$ cat src/rtl/pulse_event_queue.sv
// Counts rising edges on i_iSig and re-issues them as single-cycle pulses spaced
// GAP clocks apart, so a downstream pulse synchronizer never drops an event.
module pulse_event_queue #(
  parameter int CNT_W = 8,
  parameter int GAP   = 8
) (
  input  logic             i_IClk,
  input  logic             i_IReset,
  input  logic             i_iSig,
  input  logic             i_iClrOvf,
  output logic             o_iPulse,
  output logic [CNT_W-1:0] o_iPending,
  output logic             o_iBusy,
  output logic             o_iOverflow
);

  typedef enum logic [1:0] {IDLE, FIRE, WAIT} state_t;

  localparam logic [7:0]       GAP_LOAD = 8'(GAP - 2);
  localparam logic [CNT_W-1:0] PEND_MAX = '1;

  state_t           state_reg, state_next;
  logic [7:0]       gap_reg, gap_next;
  logic [CNT_W-1:0] pending_reg, pending_next;
  logic             prev_reg;
  logic             ovf_reg, ovf_next;
  logic             event_w, dec_w;

  assign event_w = i_iSig & ~prev_reg;
  assign dec_w   = (state_reg == FIRE);

  always_ff @(posedge i_IClk) begin
    if (i_IReset) begin
      state_reg   <= IDLE;
      gap_reg     <= '0;
      pending_reg <= '0;
      prev_reg    <= 1'b0;
      ovf_reg     <= 1'b0;
    end else begin
      state_reg   <= state_next;
      gap_reg     <= gap_next;
      pending_reg <= pending_next;
      prev_reg    <= i_iSig;
      ovf_reg     <= ovf_next;
    end
  end

  // Next state and gap counter; decisions use the registered backlog only.
  always_comb begin
    state_next = state_reg;
    gap_next   = gap_reg;
    case (state_reg)
      IDLE: if (pending_reg != '0) state_next = FIRE;
      FIRE: begin
        gap_next   = GAP_LOAD;
        state_next = WAIT;
      end
      WAIT: begin
        if (gap_reg != '0) begin
          gap_next = gap_reg - 8'd1;
        end else if (pending_reg != '0) begin
          state_next = FIRE;
        end else begin
          state_next = IDLE;
        end
      end
      default: state_next = IDLE;
    endcase
  end

  // Backlog counter; a saturated increment is dropped and recorded as overflow.
  always_comb begin
    pending_next = pending_reg;
    ovf_next     = ovf_reg & ~i_iClrOvf;
    if (event_w && !dec_w) begin
      if (pending_reg == PEND_MAX) begin
        ovf_next = 1'b1;
      end else begin
        pending_next = pending_reg + 1'b1;
      end
    end else if (!event_w && dec_w) begin
      pending_next = pending_reg - 1'b1;
    end
  end

  always_comb begin
    o_iPulse    = (state_reg == FIRE);
    o_iBusy     = (state_reg != IDLE) || (pending_reg != '0);
    o_iPending  = pending_reg;
    o_iOverflow = ovf_reg;
  end

endmodule

$ cat config.mk
export PLATFORM = sky130hd
export DESIGN_NAME = pulse_event_queue
export DESIGN_NICKNAME = d
export VERILOG_FILES = /design/src/rtl/pulse_event_queue.sv
export SDC_FILE = /design/constraint.sdc
export NUM_CORES = 1
export LEC_CHECK = 0
export BUFFER_PORTS_ARGS = -buffer_cell sky130_fd_sc_hd__buf_4
export CAP_MARGIN = 20
export CORE_MARGIN = 2
export CORE_UTILIZATION = 55
export DETAILED_ROUTE_END_ITERATION = 7
export GPL_TIMING_DRIVEN = 0
export PLACE_DENSITY = 0.76
export SETUP_SLACK_MARGIN = 0.05
export SLEW_MARGIN = 15
export SYNTH_ARGS = -nofsm -noshare
export SYNTH_HDL_FRONTEND = slang
export SYNTH_SLANG_ARGS = --single-unit
$ cat constraint.sdc
create_clock -name i_IClk -period 2.9 [get_ports i_IClk]
set_clock_uncertainty 0.1 [all_clocks]
set_input_delay 0.29 -clock i_IClk [delete_from_list [all_inputs] [get_ports i_IClk]]
set_output_delay 0.29 -clock i_IClk [all_outputs]
set_load 0.02 [all_outputs]
# == Word-level counts from Yosys, hierarchy flattened ==
# Cells that the tools add are included.
# classes
addsub,3
n_mux,11
eq_ne,7
bitwise_logic,4
n_reduce_logical,14
# op_table
op,count
$mux W8,4
$pmux W8 S2,1
$reduce_bool A8 Y1,2
$sub A8 B1 Y8 const B,2
$add A8 B1 Y8 const B,1
$eq A8 B8 Y1 const B,1
$ne A2 B2 Y1 const B,4
$pmux W2 S3,1
$reduce_and A2 Y1,3
$reduce_bool A2 Y1,3
$mux W2,2
$mux W1,3
$and A1 B1 Y1,2
$eq A2 B1 Y1 const B,1
$eq A2 B2 Y1 const B,1
$logic_and A1 B1 Y1,2
$logic_not A1 Y1,2
$logic_not A2 Y1,1
$not A1 Y1,2
$logic_or A1 B1 Y1,1
# totals
regBits,20
output_inout_bits,11

# == Logic depth before layout (Yosys ltp) ==
# depth
depth_word,6
depth_mapped,8
mapped_depth_nobuf,7

# == Worst setup path after synthesis ==
# OpenSTA, ideal clock, no wires.
# synth_path
kind,register to register
from,register state_reg[1]
to,"register pending_reg[6], in the netlist o_iPending[6]"
path_slack_ns,0.608
path_stages_with_launch,9
arrival_ns,2.122
path_buffers,1
period_less_slack_ns,2.292
setup_ns,0.071
path_cell_list,dfxtp_1 nand2b_1 buf_4 nand2_1 fa_1 a211o_1 a2111oi_0 o32ai_1 a21oi_1
# synth_between
elab_chain_len,5
elab_cells_between_ends,8
classes_between,2 x eq/ne; 1 x mux; 5 x reduce/logical
# synth_lines
item,line_no,source
from (decl),22,"state_t state_reg, state_next;"
from (signal assigned),40,state_reg <= state_next;
$eq A2 B1 Y1 (*),30,assign dec_w = (state_reg == FIRE);
$logic_not A1 Y1,75,if (event_w && !dec_w) begin
$logic_and A1 B1 Y1,75,
$ne A2 B2 Y1 (no line) or $reduce_bool A2 Y1 (tied branches),n/a,
$reduce_and A2 Y1 (no line),n/a,
to (signal assigned),42,pending_reg <= pending_next;
to (decl),24,"logic [CNT_W-1:0] pending_reg, pending_next;"
# Every way passes the cells marked *; elsewhere a longest branch is shown, timed or not.
# A chain may end at the register's enable or synchronous reset.

# == Worst setup path after layout ==
# Ends and elaborated chain as after synthesis.

==> impl_metrics.py <==
metrics = {
    "critical_path": {
        "reg2reg_to": "o_iPending[6]",
        "cp-start-kind": "flop",
        "worstReg2RegStart": "state_reg[1]",
        "cp_max_fo": 10,
        "cp.arrival_ns": 2.70,
        "path_class": "flop to flop",
        "rrSetupSlack_ns": 0.34,
        "critPathBufInv": 1,
        "crit_chain": "nand2b_1 -> buf_4 -> nand2_2 -> fa_1 -> a211o_1 -> a2111oi_0 -> o32ai_1 -> a21oi_1",
        "cp_slowest_stage_delay_ns": 0.46,
        "cp_top_family": "compound AO/OA/AOI/OAI gates",
        "r2r_cells": 8,
        "crit_required_ns": 3.04,
        "cp-end-kind": "flop",
        "cp_slowest_cell": "fa_1",
        "crit_cells": 8,
    },
    "final_layout": {
        "final_core_util": 0.664,
        "fin_area_sq_mm": 0.00146,
        "n_antenna_cell": 0,
        "drive_gt1_frac": 0.167,
        "synthToLayoutAreaGrowth_pct": 14.2,
        "nNetsFinal": 182,
    },
    "yosys": {
        "async_flop_share": 0,
        "synth.distinct_cells": 46,
        "synthFlopType": "dfxtp_1",
        "ys_seq_area_frac": 0.314,
        "ys_seq_elements": 20,
        "synth-edff-count": 0,
        "syn_inst": 150,
        "synth.area.top_cells": "dfxtp_1 31%, ha_1 7.9%, a21oi_1 4.7%, nand3_1 4.7%, nor3_1 3.1%",
        "syn_avg_cell_area_sq_um": 8.49,
        "syn-num-nets": 163,
        "yosys.area.top_type": "dfxtp_1",
        "synth_top_area_frac": 0.314,
        "synthesis.area_sq_mm": 0.00127,
        "yosys_warnings": 0,
    },
    "sta": {
        "final.min_clock_period_ns": 2.56,
        "hold_violations": 0,
        "fin_setup_tns_ns": 0,
        "worstMarginPinSlew_ns": 0.495,
        "slew_viol_final": 0,
        "fmax_ghz": 0.391,
        "rsz0062_at_grt": "false",
        "timing.hold.ws_ns": 0.117,
        "layout_setup_ws_ns": 0.343,
        "finalSetupViolCount": 0,
        "fin_crit_sh": 0.882,
        "max_slew_margin": 0.670,
    },
    "job": {
        "cap_violations": 0,
    },
    "route": {
        "wl_met3_um": 149,
        "wirelength_um": 3020,
        "via_count": 1235,
        "drt_iter0_markers": 24,
        "via_per_inst": 6.30,
        "drc_errors": 0,
        "first_pass_iters": 4,
        "route.met2.wl_um": 1370,
        "m1WireLength_um": 1490,
        "wire_per_inst_um": 15.4,
        "ant_nets": 0,
        "top_layer": "met4",
    },
    "clocking": {
        "cts.sinks": 20,
        "clk_latency_ns": 0.30,
        "cts_root_buf": "clkbuf_4",
        "cts_setup_buffers": 0,
        "cts_buffer_depth": 2,
        "cts_hold_buf": 0,
        "cts.htree.levels": 1,
        "clk_pin_slew_worst_paths_ns": 0.12,
        "post_cts_resized": 0,
        "cts_made_buffers": 3,
        "cts_tree": "done",
    },
    "global_routing": {
        "grt.overflow.total": 0,
        "first_global_vias": 1095,
        "antenna_found_initial": 0,
        "track_usage": 0.252,
        "grt_first_pass_wirelength_um": 5110,
        "grt_max_degree": 12,
    },
    "min_path": {
        "hold_end": "prev_reg",
        "hold_path_startpoint": "i_iSig",
        "worst_hold_path_type": "input pin to flop",
        "min_path_cells": 2,
    },
    "placed_design": {
        "hpwl_um": 2230,
        "io_buffer_count": 14,
        "placed_area_sq_mm": 0.00141,
        "pre_cts_ws_ns": 0.145,
        "place_congestion": 0.862,
    },
    "floorplan": {
        "fp.coreArea_sq_mm": 0.00219,
        "initial_utilization": 0.581,
        "die_area_sq_mm": 0.00272,
        "die_x_um": 52.1,
        "num_rows": 17,
        "fp.dieH_um": 52.1,
        "top_level_ports": 15,
    },
    "power_and_ir_drop": {
        "p_per_area_mw_per_mm2": 1150,
        "p_leak_nw": 0.588,
        "vdd_drop_max_v": 0.000653,
    },
    "status": {
        "status": "complete, no violations",
    },
}
## cells in the mapped netlist, types with 2 or more instances
| library cell | count |
|---|---|
| a211o_1 | 2 |
| and3_1 | 2 |
| a21o_1 | 3 |
| a221o_1 | 2 |
| a31oi_1 | 2 |
| clkbuf_1 | 2 |
| o21a_1 | 2 |
| xor2_1 | 2 |
| o21ai_0 | 2 |
| nand4_1 | 4 |
| nor2b_1 | 6 |
| a2111oi_0 | 2 |
| nand2_1 | 9 |
| nand3_1 | 12 |
| ha_1 | 8 |
| a21oi_1 | 12 |
| nor2_1 | 9 |
| a311oi_1 | 3 |
| nand2b_1 | 3 |
| o211ai_1 | 3 |
| dfxtp_1 | 20 |
| a21boi_0 | 2 |
| a211oi_1 | 3 |
| inv_1 | 5 |
| nor3_1 | 8 |
| nor4_1 | 2 |
## routing by layer
layer | vias to the layer above | global-route usage
met5 | - | 0
met4 | 0 | 0.0307
met3 | 2 | 0.0575
met2 | 32 | 0.388
met1 | 576 | 0.368
li1 | 625 | -
## cell usage in the layout (no fill, tap or decap), drive strengths merged, types with 3 or more instances in the layout
cell type,count
a211oi,3
a21o,3
a21oi,12
a311oi,3
buf,16
clkbuf,6
dfxtp,20
ha,8
inv,5
nand2,9
nand2b,3
nand3,12
nand4,4
nor2,9
nor2b,6
nor3,9
o211ai,4
o21ai,3
## per-stage QoR
| stage | instances | total power [mW] |
|---|---|---|
| 6_report | 196 | 1.67 |
| 5_1_grt | 196 | 1.81 |
| 4_1_cts | 196 | 1.66 |
| 3_5_place_dp | 192 | 1.49 |
| 3_3_place_gp | 192 | 1.46 |
| 2_1_floorplan | 150 | 1.22 |
## cell type report
| class | instances | area [sq um] |
|---|---|---|
| Tap cell | 28 | 35.0 |
| Multi-Input combinational cell | 121 | 840 |
| Clock buffer | 4 | 36.3 |
| Timing Repair Buffer | 14 | 105 |
| Inverter | 5 | 18.8 |
| Fill cell | 212 | 736 |
| Sequential cell | 20 | 400 |
| Buffer | 4 | 20.0 |
## how the worst max path moves through the flow
stage	startpoint	to	slack (ns)
global route	state_reg[1]	o_iPending[6]	0.10
global placement	i_iSig	o_iPending[6]	0.22
finish	state_reg[1]	o_iPending[6]	0.34
CTS	prev_reg	o_iPending[6]	0.23
detailed placement	i_iSig	o_iPending[6]	0.15
floorplan	state_reg[1]	o_iPending[6]	0.61
## cells by family after synthesis
family | count (synthesis) | share of synthesized area
multiplexers | 1 | 0.00884
flip-flops | 20 | 0.314
adder cells (fa/ha/maj) | 9 | 0.0943
XOR/XNOR | 2 | 0.0138
AO/OA/AOI/OAI | 48 | 0.276
buffers and inverters | 9 | 0.0305
AND/OR/NAND/NOR | 61 | 0.262
## power breakdown
| part | internal (mW) | total [mW] | switching [mW] | leakage [nW] |
|---|---|---|---|---|
| sequential | 0.360 | 0.476 | 0.116 | 0.164 |
| combinational | 0.451 | 1.03 | 0.578 | 0.403 |
| clock | 0.0766 | 0.163 | 0.0867 | 0.0210 |
| total | 0.888 | 1.67 | 0.780 | 0.588 |
## worst reg2reg max path: stages, from the launching register on
cell and delay, ns:
dfxtp_1 0.39, nand2b_1 0.14, buf_4 0.18, nand2_2 0.17, fa_1 0.46, a211o_1 0.32
a2111oi_0 0.39, o32ai_1 0.18, a21oi_1 0.17
(Power assumes the default switching activity.)
